### src/rtl/arbitro_rr_n.sv
// arbitro_rr_n: round-robin distributor from one source FIFO to N_CH destination FIFOs; ARB_STALL_CNT_EN adds stall_cnt
module arbitro_rr_n #(
  parameter int N_CH = 4,
  parameter int PTR_W = 2,
  parameter bit SKIP_FULL = 1,
  parameter logic [3:0] INIT_CODE = 4'b0001
) (
  input  logic             clk,
  input  logic             reset_L,
  input  logic [3:0]       state,
  input  logic             empty,
  input  logic [N_CH-1:0]  almost_full,
  output logic             pop,
  output logic [N_CH-1:0]  push,
  output logic [PTR_W-1:0] grant_idx
`ifdef ARB_STALL_CNT_EN
  ,
  output logic [15:0]      stall_cnt
`endif
);
  logic [PTR_W-1:0] rr_ptr, cand, nxt;
  logic [PTR_W:0] sum;
  logic found, in_init;
  assign in_init = state == INIT_CODE;
  // Scan from rr_ptr downward in priority so the nearest free channel wins; without skipping only offset 0 is eligible
  always_comb begin
    cand = rr_ptr;
    found = 1'b0;
    sum = '0;
    for (int k = N_CH - 1; k >= 0; k--) begin
      sum = {1'b0, rr_ptr} + (PTR_W+1)'(k);
      if (sum >= (PTR_W+1)'(N_CH)) sum = sum - (PTR_W+1)'(N_CH);
      if ((SKIP_FULL || k == 0) && !almost_full[sum[PTR_W-1:0]]) begin
        cand = sum[PTR_W-1:0];
        found = 1'b1;
      end
    end
  end
  assign pop = !in_init && !empty && found;
  assign grant_idx = pop ? cand : rr_ptr;
  assign nxt = (grant_idx == PTR_W'(N_CH - 1)) ? '0 : grant_idx + 1'b1;
  // Pointer advances past each grant, and the push lands one cycle after the pop to match source read latency
  always_ff @(posedge clk or negedge reset_L) begin
    if (!reset_L) begin
      rr_ptr <= '0;
      push <= '0;
    end else begin
      rr_ptr <= pop ? nxt : in_init ? '0 : rr_ptr;
      push <= pop ? {{(N_CH-1){1'b0}}, 1'b1} << grant_idx : '0;
    end
  end
`ifdef ARB_STALL_CNT_EN
  // Count cycles where data waits but no destination can take it; saturating, cleared in INIT
  always_ff @(posedge clk or negedge reset_L) begin
    if (!reset_L) stall_cnt <= '0;
    else stall_cnt <= in_init ? '0 : (!empty && !pop && stall_cnt != 16'hFFFF) ? stall_cnt + 16'd1 : stall_cnt;
  end
`endif
endmodule

### config.mk
export PLATFORM = sky130hd
export DESIGN_NAME = arbitro_rr_n
export DESIGN_NICKNAME = d
export VERILOG_FILES = /design/src/rtl/arbitro_rr_n.sv
export SDC_FILE = /design/constraint.sdc
export NUM_CORES = 1
export LEC_CHECK = 0
export BUFFER_PORTS_ARGS = -buffer_cell sky130_fd_sc_hd__buf_2
export CAP_MARGIN = 20
export CELL_PAD_IN_SITES_DETAIL_PLACEMENT = 2
export CELL_PAD_IN_SITES_GLOBAL_PLACEMENT = 2
export CORE_ASPECT_RATIO = 1.1
export CORE_UTILIZATION = 25
export CTS_BUF_LIST = sky130_fd_sc_hd__clkbuf_2 sky130_fd_sc_hd__clkbuf_4 sky130_fd_sc_hd__clkbuf_8
export DETAILED_ROUTE_END_ITERATION = 10
export PLACE_DENSITY_LB_ADDON = 0.1
export SYNTH_ARGS = -nofsm -noshare
export SYNTH_HDL_FRONTEND = slang
export SYNTH_SLANG_ARGS = --single-unit
### constraint.sdc
create_clock -name clk -period 2.1 [get_ports clk]
set_clock_uncertainty 0.15 [all_clocks]
set_input_delay 0.315 -clock clk [delete_from_list [all_inputs] [get_ports clk]]
set_output_delay 0.315 -clock clk [all_outputs]
set_load 0.01 [all_outputs]
**Word level (Yosys, flattened, before mapping)**

Index checks and enable logic that the tools add are counted.

- Flip-flop bits (word level): 6
- Output and inout port bits: 7
- Logic and storage cells: 51

- Add/sub/neg operators: 8
- $lt $le $gt $ge: 8
- Equality and inequality tests: 2
- Shift operators: 1
- Muxes and demuxes: 25
- Reduce and logical (&&, ||, !) cells: 5

Operator list:

| operator | count |
|---|---|
| 2-bit two-way mux | 12 |
| 2-bit by 3-bit < comparator with 1-bit output, second input constant | 4 |
| 3-bit >= comparator, second input constant | 3 |
| 1-bit binary-select mux with 2-bit select | 4 |
| 1-bit two-way mux | 8 |
| 2-bit by 1-bit subtractor with 2-bit output, second input constant | 4 |
| 2-bit by 2-bit adder with 3-bit output, second input constant | 2 |
| 4-bit by 1-bit == test with 1-bit output, second input constant | 1 |
| 4-bit two-way mux | 1 |
| 1-bit by 2-bit left shift with 4-bit output, first input constant | 1 |
| 2-bit by 1-bit adder with 3-bit output, second input constant | 1 |
| 2-bit by 3-bit >= comparator with 1-bit output, second input constant | 1 |
| 2-bit by 1-bit adder with 2-bit output, second input constant | 1 |
| 2-bit == test, second input constant | 1 |
| 1-bit logical AND | 2 |
| 1-bit logical NOT | 2 |
| 2-bit nonzero test | 1 |

**Logic depth before layout (Yosys ltp)**

Gate-level depths: netlist (run 1).

- Depth after elaboration: 14
- Mapped depth: 10
- Gate-level depth less buffers: 10

**Least setup slack after synthesis (run 1)**

No wires, ideal clock.

- Kind: input port to flip-flop
- Start: input port almost_full[3]
- End: register rr_ptr[0]
- Arrival: 1.962 ns
- Path slack: -0.089 ns
- Stages on the path: 8
- Buffers on the path: 0
- Path through: and2_4 > a31o_4 > or2_4 > o32a_1 > ha_1 > nor3_1 > mux2i_1 > a21oi_1

- Longest elaborated chain between the ends: 11
- Elaborated cells between the ends (all ways): 23

RTL lines:

| item | line | source |
|---|---|---|
| start: declaration | 12 | `input logic [N_CH-1:0] almost_full,` |
| 1-bit binary-select mux with 2-bit select | 33 | `if ((SKIP_FULL \|\| k == 0) && !almost_full[sum[PTR_W-1:0]]) begin` |
| 1-bit two-way mux (implied by the code) | 33 |  |
| 1-bit two-way mux (4 in a row) | 33 |  |
| 1-bit logical AND | 39 | `assign pop = !in_init && !empty && found;` |
| 2-bit two-way mux (*) | 40 | `assign grant_idx = pop ? cand : rr_ptr;` |
| via grant_idx[1] | 15 | `output logic [PTR_W-1:0] grant_idx` |
| 2-bit == test (*) | 41 | `assign nxt = (grant_idx == PTR_W'(N_CH - 1)) ? '0 : grant_idx + 1'b1;` |
| 2-bit two-way mux (*) | 41 |  |
| 2-bit two-way mux (*) | 48 | `rr_ptr <= pop ? nxt : in_init ? '0 : rr_ptr;` |
| end signal: assignment | 48 |  |
| end: declaration | 21 | `logic [PTR_W-1:0] rr_ptr, cand, nxt;` |

The timed path passes the listed nets; every way through them passes the cells marked *. The select of a mux whose other input is x is not followed.
A chain may end at the register's enable or synchronous reset.

**Worst setup path in the final report (run 1)**

- Start: register rr_ptr[0]
- End: output port grant_idx[0]

- Longest elaborated chain between the ends: 11
- Elaborated cells between the ends (all ways): 33

RTL lines:

| item | line | source |
|---|---|---|
| 2-bit by 2-bit adder with 3-bit output | 31 | `sum = {1'b0, rr_ptr} + (PTR_W+1)'(k);` |
| 3-bit >= comparator / 2-bit by 1-bit subtractor with 2-bit output (equally long branches) | 32 | `if (sum >= (PTR_W+1)'(N_CH)) sum = sum - (PTR_W+1)'(N_CH);` |
| 2-bit two-way mux | 32 |  |
| 1-bit binary-select mux with 2-bit select | 33 |  |
| 1-bit two-way mux (implied by the code) | 33 |  |
| 1-bit two-way mux (4 in a row) | 33 |  |
| 1-bit logical AND | 39 |  |
| 2-bit two-way mux (*) | 40 |  |
| end: declaration | 15 |  |

Mark *: on every way between the ends. The rest lies on a longest branch, timed or not. The select of a mux whose other input is x is not followed.

==> flow_summary_export.csv, run 1 <==
group,metric,value,unit
status,status,"complete, but fails checks",
status,failed_checks,"setup timing",
logic_synthesis,yosysSeqAreaShare,0.320,
routing,postRouteAntennaNets,0,
clock_tree,clkSlewWorstSetupHoldPaths,0.05,ns
global_route,grt_overflow_total,0,
power_and_ir_drop,peakVddDrop,0.000347,V
setup_path,rr_worst_depth,10,
clock_tree,cts_tree,"yes",
logic_synthesis,synth_top_area_share,0.320,
setup_path,worstReg2RegStart,"rr_ptr[0]$_DFFE_PN0P_",
sta,finalWorstSetupSlack,-0.0957,ns
clock_tree,clock_sinks,6,
logic_synthesis,synth_area_leaders,"dfrtp_1 (32%), ha_1 (11%), and2_2 (6.4%)",
logic_synthesis,syn-cell-area,469,um2
routing,wl_per_cell,15.5,um
clock_tree,numCtsBuffers,3,
logic_synthesis,ys_warn_count,0,
cells_and_area,syn_to_final_growth,70.7,%
cells_and_area,drive_gt1_frac,0.706,
sta,worst_pin_slew,0.366,ns
floorplan,die_w,43.3,um
setup_path,reg2reg_setup_slack,-0.03,ns
setup_path,reg2reg_to,"rr_ptr[0]$_DFFE_PN0P_",
clock_tree,clk_latency,0.25,ns
clock_tree,cts_buffer_depth,2,
power_and_ir_drop,p_leak,0.000393,uW
routing,dr.pass1.iters,3,
logic_synthesis,syn_avg_cell_area,9.78,um2
global_route,grt_antenna_before_repair,0,
setup_path,crit_fanout,7,
logic_synthesis,syn_inst,48,
global_route,grt_pass1_wl,2.37,mm
setup_path,end_kind,"primary output",
placement,dp_hpwl,1.19,mm
routing,drtIter0Drc,3,
global_route,grt_max_degree,8,
cells_and_area,final_nets,102,
setup_path,crit_arrival,1.73,ns
routing,viasPerCell,5.08,
floorplan,die_area,2050,um2
logic_synthesis,yosysTopAreaCell,"dfrtp_1",
floorplan,initial_core_util,0.266,
logic_synthesis,synth_fp_nets,63,
floorplan,rows,16,
floorplan,core,1760,um2
placement,gp_congestion,0.738,
placement,place_inst,97,
sta,layout_worst_path_cycle_share,1.05,
clock_tree,htree_levels,1,
job,maxCapViolCount,0,
placement,port_buffers,17,
logic_synthesis,synth.ff_latch_count,6,
sta,finalSetupTns,-0.200,ns
sta,hold_viol_final,0,
logic_synthesis,synth_commonest_cells,"dfrtp_1 (6), and2_2 (4), ha_1 (4), nor2_1 (4)",
cells_and_area,num_antenna_cells,0,
sta,post-route-min-period,2.20,ns
sta,rsz0062_at_grt,"yes",
sta,slew_headroom,0.755,
sta,max_freq,455,MHz
logic_synthesis,synthDistinctLibCells,26,
logic_synthesis,synth_flop_cell,"dfrtp_1",
power_and_ir_drop,powerDensity,1140,nW/um2
global_route,grt_pass1_vias,496,
sta,drv_slew,0,
floorplan,ioPinCount,18,
floorplan,die_h,47.4,um
sta,finalSetupViolations,3,
routing,vias,523,
logic_synthesis,yosysMostFrequentCell,"dfrtp_1",
global_route,grt_usage,0.173,
routing,totalWireLength,1.60,mm
routing,drc,0,
setup_path,cp.required,1.63,ns
placement,dp_slack,-0.154,ns
logic_synthesis,async_flop_share,1.00,
hold_path,hold_class,"input port to asynchronous set/reset pin",
setup_path,start_kind,"register",
clock_tree,cts-root-buf,"clkbuf_4",
setup_path,path_class,"register to primary output",
logic_synthesis,synth_edf_count,0,
cells_and_area,instances_no_fill,103,
==> cell usage in the layout (no fill, tap or decap), types with 2 or more instances in the layout <==
master | netlist | routed
and2_2 | 4 | 4
nor2_1 | 4 | 3
buf_6 | 0 | 2
buf_2 | 1 | 16
dfrtp_1 | 6 | 4
buf_4 | 0 | 16
a21oi_1 | 3 | 2
nand3_1 | 2 | 2
ha_1 | 4 | 2
and2_4 | 2 | 2
ha_2 | 0 | 2
nand2_1 | 3 | 3
dfrtp_2 | 0 | 2
clkbuf_4 | 0 | 3
==> area by class of cell <==
type                       instances  area, um2
clock buffer                       3       22.5
fill                             216        961
inverter                           1       6.26
multi-input combinational         40        364
sequential                         6        153
tap                               18       22.5
timing repair buffer              35        233
==> state kept, by name (all words and copies together), names as in the netlist <==
signal and cells:
push 4, rr_ptr 2
==> how the worst max path moves through the flow <==
stage                            endpoint  slack (ns)             startpoint  cells past startpoint
floorplan           rr_ptr[0]$_DFFE_PN0P_       -0.01         almost_full[3]                     10
global placement    rr_ptr[0]$_DFFE_PN0P_       -0.11         almost_full[3]                     11
detailed placement  rr_ptr[1]$_DFFE_PN0P_       -0.15         almost_full[3]                      9
CTS                          grant_idx[0]       -0.11  rr_ptr[0]$_DFFE_PN0P_                      6
global route                 grant_idx[0]       -0.20  rr_ptr[0]$_DFFE_PN0P_                      7
finish                       grant_idx[0]        -0.1  rr_ptr[0]$_DFFE_PN0P_                      7
==> where the power goes <==
group / internal (uW) / total [uW] / switching [uW]
sequential: 160 / 198 / 38.5
clock: 65.1 / 113 / 48.3
combinational: 328 / 602 / 273
total: 553 / 913 / 360
==> logic make-up (layout without fill, tap and decap cells) <==
| family | count (synthesis) | in the layout | synth area share |
|---|---|---|---|
| AOI/OAI and AO/OA | 8 | 8 | 0.131 |
| muxes | 1 | 1 | 0.0213 |
| buffers and inverters | 2 | 39 | 0.0240 |
| DFF | 6 | 6 | 0.320 |
| adders and majority gates | 4 | 4 | 0.107 |
| xor gates and xnor gates | 2 | 2 | 0.0533 |
| and+or+nand+nor | 25 | 25 | 0.344 |
==> critical path, stage by stage (launching register included) <==
cell	delay [ns]
dfrtp_2	0.45
buf_6	0.14
nor3b_2	0.16
o21ai_1	0.09
nand4_1	0.13
and2_4	0.19
xor2_4	0.19
buf_6	0.13
==> stage by stage <==
step	area [um2]	total power (uW)	hold WS, ns	utilization
after floorplan	483	461	-0.131	-
after global placement	698	677	-0.00359	0.396
after detailed placement	698	694	0.00353	0.396
after CTS	767	864	0.269	0.435
after global routing	801	993	0.305	0.455
final	801	913	0.276	0.455
==> what timing repair did <==
item / in CTS / in global routing
endpoints found under the hold margin: 6 / 0
hold buffers: 1 / 0
buffers inserted: 2 / 0
setup endpoints to repair: 6 / 6
pin swaps: 9 / 7
gates resized for setup: 8 / 7
==> metal layers <==
| layer | global-route usage | share of wire |
|---|---|---|
| met5 | 0 | 0 |
| met4 | 0.145 | 0.031 |
| met3 | 0.0113 | 0.031 |
| met2 | 0.334 | 0.55 |
| met1 | 0.174 | 0.38 |
Note: power is estimated with default switching activity, not from simulation.
==> run 2: changes to the inputs <==
--- a/config.mk
+++ b/config.mk
@@ -10,9 +10,11 @@
 export CELL_PAD_IN_SITES_DETAIL_PLACEMENT = 2
 export CELL_PAD_IN_SITES_GLOBAL_PLACEMENT = 2
 export CORE_ASPECT_RATIO = 1.1
+export CORE_MARGIN = 3
 export CORE_UTILIZATION = 25
 export CTS_BUF_LIST = sky130_fd_sc_hd__clkbuf_2 sky130_fd_sc_hd__clkbuf_4 sky130_fd_sc_hd__clkbuf_8
 export DETAILED_ROUTE_END_ITERATION = 10
+export MAX_ROUTING_LAYER = met4
 export PLACE_DENSITY_LB_ADDON = 0.1
 export SYNTH_ARGS = -nofsm -noshare
 export SYNTH_HDL_FRONTEND = slang
==> flow_summary_export.csv, run 2 (synthesis results as in run 1) <==
group,metric,value,unit
setup_path,cp_num_buf_inv,2,
setup_path,path_cells,"buf_6 -> or3_1 -> nand4_1 -> and2_4 -> xor2_4 -> buf_6",
sta,layout_worst_path_cycle_share,1.08,
sta,finalWorstSetupSlack,-0.163,ns
status,failed_checks,"setup timing",
routing,totalWireLength,1.79,mm
cells_and_area,regMostFlops,"push",
setup_path,cp.required,1.63,ns
sta,rsz0062_at_grt,"yes",
cells_and_area,final_cell_mix,"buf_4 (16), buf_2 (15), buf_6 (5), dfrtp_1 (5), and2_2 (4)",
placement,dp_slack,-0.151,ns
clock_tree,cts_tree,"yes",
sta,hold_viol_final,0,
job,maxCapViolCount,0,
power_and_ir_drop,seqPwrFrac,0.171,
setup_path,crit_slowest_cell,"dfrtp_1",
setup_path,start_kind,"register",
setup_path,worstSetupPathDepth,6,
hold_path,hold_class,"input port to asynchronous set/reset pin",
power_and_ir_drop,p_int,661,uW
cells_and_area,reg_top3,"push x4, rr_ptr x2",
global_route,grt_max_degree,7,
cells_and_area,syn_to_final_growth,87.5,%
placement,placed_area,689,um2
sta,slew_headroom,0.631,
clock_tree,cts_buffer_depth,2,
global_route,grt_overflow_total,0,
cells_and_area,largest_register_ff_count,4,
setup_path,crit_fanout,6,
setup_path,end_kind,"primary output",
routing,drtIter0Drc,0,
status,status,"complete, but fails checks",
global_route,grt_usage,0.188,
setup_path,crit_arrival,1.80,ns
sta,post-route-min-period,2.26,ns
power_and_ir_drop,comb_power_share,0.730,
clock_tree,clock_sinks,6,
clock_tree,cts-root-buf,"clkbuf_4",
floorplan,die_w,47.3,um
power_and_ir_drop,p_leak,0.000413,uW
cells_and_area,final_area,880,um2
power_and_ir_drop,peakVddDrop,0.000767,V
setup_path,slowest_delay,0.42,ns
power_and_ir_drop,pwr-share-clk,0.099,
floorplan,die_h,51.4,um
floorplan,die_area,2430,um2
sta,worst_pin_slew,0.553,ns
cells_and_area,final_nets,104,
sta,finalSetupViolations,6,
clock_tree,numCtsBuffers,3,
routing,viasPerCell,4.87,
cells_and_area,final_common_cell,"buf_4",
global_route,grt_antenna_before_repair,0,
floorplan,initial_core_util,0.281,
setup_path,crit_top_cell,"buf_6",
cells_and_area,drive_gt1_frac,0.724,
routing,wl_per_cell,17.2,um
clock_tree,clkSlewWorstSetupHoldPaths,0.05,ns
routing,drc,0,
floorplan,ioPinCount,18,
floorplan,rows,15,
power_and_ir_drop,powerDensity,1260,nW/um2
sta,drv_slew,0,
global_route,grt_pass1_vias,608,
placement,gp_congestion,0.737,
clock_tree,htree_levels,1,
cells_and_area,num_antenna_cells,0,
global_route,grt_pass1_wl,3.01,mm
routing,postRouteAntennaNets,0,
placement,port_buffers,17,
power_and_ir_drop,netSwitchingFraction,0.404,
clock_tree,clk_latency,0.25,ns
floorplan,core,1670,um2
setup_path,path_class,"register to primary output",
setup_path,critPathTopFamily,"simple AND/OR/NAND/NOR gates",
routing,dr.pass1.iters,1,
power_and_ir_drop,power.switching,448,uW
routing,vias,506,
setup_path,rr_worst_depth,10,
sta,max_freq,442,MHz
placement,dp_hpwl,1.26,mm
[run 2: area by class of cell]
class,count,area (um2)
timing repair buffer,37,262
tap,17,21.3
sequential,6,151
inverter,1,6.26
multi-input combinational,40,417
clock buffer,3,22.5
fill,176,791
[run 2: worst paths after layout]
kind | start | endpoint | slack, ns
min | reset_L | push[3]$_DFF_PN0_ | 0.26
min in group clk | state[2] | rr_ptr[1]$_DFFE_PN0P_ | 0.28
max reg2reg | rr_ptr[0]$_DFFE_PN0P_ | rr_ptr[1]$_DFFE_PN0P_ | -0.12
min reg2reg | rr_ptr[0]$_DFFE_PN0P_ | rr_ptr[0]$_DFFE_PN0P_ | 0.59
max in group asynchronous | reset_L | rr_ptr[1]$_DFFE_PN0P_ | 1.39
max | rr_ptr[0]$_DFFE_PN0P_ | grant_idx[0] | -0.16
[run 2: repair_timing]
item                                    CTS  global route
hold endpoints to repair                  6             0
setup buffers                             4             3
hold buffers                              1             0
resized for setup                        12            11
pin swaps                                 9            13
endpoints found under the setup margin    5             7
[run 2: power groups by stage]
stage               registers, uW  clock network [uW]  logic (uW)
floorplan                     194                   0         268
global placement              182                   0         498
detailed placement            184                   0         522
CTS                           187                 117         648
global route                  196                 130         892
finish                        190                 110         810
[run 2: layer usage]
layer  part of all wire  vias to the layer above  global-route usage
li1                   -                      249                   -
met1               0.41                      241               0.198
met2               0.55                       13               0.326
met3              0.022                        3              0.0211
met4              0.020                        0              0.0968
met5                  0                        -                   -
[run 2: per-stage QoR]
stage	setup TNS (ns)	hold slack (ns)	util	cells	total power, uW
finish	-0.609	0.262	0.527	104	1110
CTS	-0.288	0.251	0.479	103	952
detailed placement	-0.442	-0.00778	0.413	95	706
global route	-1.36	0.266	0.527	104	1220
global placement	-0.444	-0.00915	0.413	95	681
floorplan	-0.0141	-0.131	-	48	461
==> run 3: changes to the inputs <==
--- a/config.mk
+++ b/config.mk
@@ -16,6 +16,7 @@
 export DETAILED_ROUTE_END_ITERATION = 10
 export MAX_ROUTING_LAYER = met4
 export PLACE_DENSITY_LB_ADDON = 0.1
+export SKIP_LAST_GASP = 1
 export SYNTH_ARGS = -nofsm -noshare
 export SYNTH_HDL_FRONTEND = slang
 export SYNTH_SLANG_ARGS = --single-unit
==> flow_summary_export.csv, run 3 (synthesis results as in run 1) <==
group,metric,value,unit
job,maxCapViolCount,0,
floorplan,core,1670,um2
clock_tree,numCtsBuffers,3,
status,failed_checks,"setup timing",
placement,placed_area,689,um2
setup_path,crit_path_start,"rr_ptr[0]$_DFFE_PN0P_",
hold_path,hold_class,"input port to asynchronous set/reset pin",
setup_path,rr_worst_depth,11,
cells_and_area,postLayoutCoreUtil,0.509,
sta,finalWorstSetupSlack,-0.150,ns
routing,vias,519,
cells_and_area,final_common_cell,"buf_4",
sta,drv_slew,0,
power_and_ir_drop,pwr-share-clk,0.104,
cells_and_area,drive_gt1_frac,0.724,
status,status,"complete, but fails checks",
floorplan,die_h,51.4,um
routing,dr.pass1.iters,1,
power_and_ir_drop,power.total,1050,uW
power_and_ir_drop,netSwitchingFraction,0.391,
sta,rsz0062_at_grt,"yes",
sta,hold_viol_final,0,
cells_and_area,nFillCells,176,
routing,totalWireLength,1.75,mm
clock_tree,clkSlewWorstSetupHoldPaths,0.05,ns
cells_and_area,final_cell_mix,"buf_4 (17), buf_2 (15), dfrtp_1 (5)",
cells_and_area,final_nets,104,
cells_and_area,final_area,850,um2
power_and_ir_drop,p_int,642,uW
global_route,grt_overflow_total,0,
power_and_ir_drop,comb_power_share,0.717,
setup_path,start_kind,"register",
cells_and_area,reg_top3,"push x4, rr_ptr x2",
cells_and_area,largest_register_ff_count,4,
clock_tree,cts_buffer_depth,2,
setup_path,reg2reg_setup_slack,-0.15,ns
sta,post-route-min-period,2.25,ns
floorplan,die_w,47.3,um
sta,finalSetupViolations,4,
routing,postRouteAntennaNets,0,
floorplan,rows,15,
global_route,grt_pass1_wl,2.88,mm
clock_tree,clk_latency,0.25,ns
power_and_ir_drop,p_leak,0.000410,uW
clock_tree,cts_tree,"yes",
clock_tree,cts-root-buf,"clkbuf_4",
sta,layout_worst_path_cycle_share,1.07,
power_and_ir_drop,powerDensity,1240,nW/um2
cells_and_area,regMostFlops,"push",
sta,max_freq,444,MHz
placement,dp_slack,-0.151,ns
power_and_ir_drop,seqPwrFrac,0.179,
routing,drc,0,
power_and_ir_drop,peakVddDrop,0.000693,V
power_and_ir_drop,power.switching,413,uW
placement,gp_congestion,0.737,
clock_tree,clock_sinks,6,
floorplan,die_area,2430,um2
setup_path,crit_fanout,6,
setup_path,cp.required,2.09,ns
routing,drtIter0Drc,0,
cells_and_area,syn_to_final_growth,81.1,%
setup_path,reg2reg_to,"rr_ptr[1]$_DFFE_PN0P_",
floorplan,ioPinCount,18,
setup_path,path_class,"register to register",
global_route,grt_usage,0.177,
placement,dp_hpwl,1.26,mm
floorplan,initial_core_util,0.281,
setup_path,end_kind,"register",
global_route,grt_max_degree,7,
routing,wl_per_cell,16.8,um
setup_path,crit_arrival,2.24,ns
sta,slew_headroom,0.770,
placement,place_inst,95,
sta,worst_pin_slew,0.344,ns
clock_tree,htree_levels,1,
cells_and_area,instances_no_fill,104,
global_route,grt_antenna_before_repair,0,
setup_path,worstReg2RegStart,"rr_ptr[0]$_DFFE_PN0P_",
cells_and_area,num_antenna_cells,0,
placement,port_buffers,17,
global_route,grt_pass1_vias,610,
routing,viasPerCell,4.99,
run 3: worst max-delay path, cell delays in order (launching register included):
cell      delay (ns)
dfrtp_1         0.41
buf_6           0.15
nor4bb_2        0.16
nor2_1          0.11
nand4_1         0.13
and2_4          0.22
xor2_4          0.19
buf_4           0.14
ha_1            0.29
nor2_2          0.04
a21oi_2         0.11
nor2_1          0.05
run 3: final cells by class:
type | count | area [um2] | share of cell area
clock buffers | 3 | 22.5 | 0.0265
inverters | 1 | 6.26 | 0.00736
multi-input cells | 40 | 387 | 0.455
flip-flops and latches | 6 | 151 | 0.178
well taps | 17 | 21.3 | 0.0250
repair buffers | 37 | 262 | 0.308
run 3: what timing repair did:
action / in CTS / in global routing
hold endpoints to repair: 6 / 0
gates cloned: 0 / 0
setup endpoints to repair: 5 / 7
pin swaps: 9 / 6
hold buffers: 1 / 0
gates resized for setup: 10 / 11
setup buffers: 4 / 2
run 3: metrics by stage:
stage          setup TNS [ns]  hold WS [ns]
6_report               -0.484         0.264
5_1_grt                 -1.11         0.265
4_1_cts                -0.304         0.251
3_5_place_dp           -0.442      -0.00778
3_3_place_gp           -0.444      -0.00915
2_1_floorplan         -0.0141        -0.131
run 3: per-layer routing:
metal / global-route usage / part of all wire / vias up / wire [um]
li1: - / - / 253 / -
met1: 0.189 / 0.41 / 250 / 716
met2: 0.301 / 0.55 / 13 / 956
met3: 0.0211 / 0.022 / 3 / 38
met4: 0.0968 / 0.021 / 0 / 36
met5: - / 0 / - / 0
run 3: how the worst max path moves through the flow:
| stage | end | slack (ns) | cells past startpoint |
|---|---|---|---|
| 4_1_cts | grant_idx[0] | -0.10 | 6 |
| 3_3_place_gp | rr_ptr[0]$_DFFE_PN0P_ | -0.15 | 10 |
| 2_1_floorplan | rr_ptr[0]$_DFFE_PN0P_ | -0.01 | 10 |
| 5_1_grt | rr_ptr[1]$_DFFE_PN0P_ | -0.30 | 11 |
| 3_5_place_dp | rr_ptr[0]$_DFFE_PN0P_ | -0.15 | 11 |
| 6_report | rr_ptr[1]$_DFFE_PN0P_ | -0.15 | 11 |
run 3: power by group through the flow:
stage / sequential (uW) / combinational, uW / clock (uW)
6_report: 189 / 756 / 110
5_1_grt: 195 / 836 / 130
4_1_cts: 187 / 643 / 117
3_5_place_dp: 184 / 522 / 0
3_3_place_gp: 182 / 498 / 0
2_1_floorplan: 194 / 268 / 0
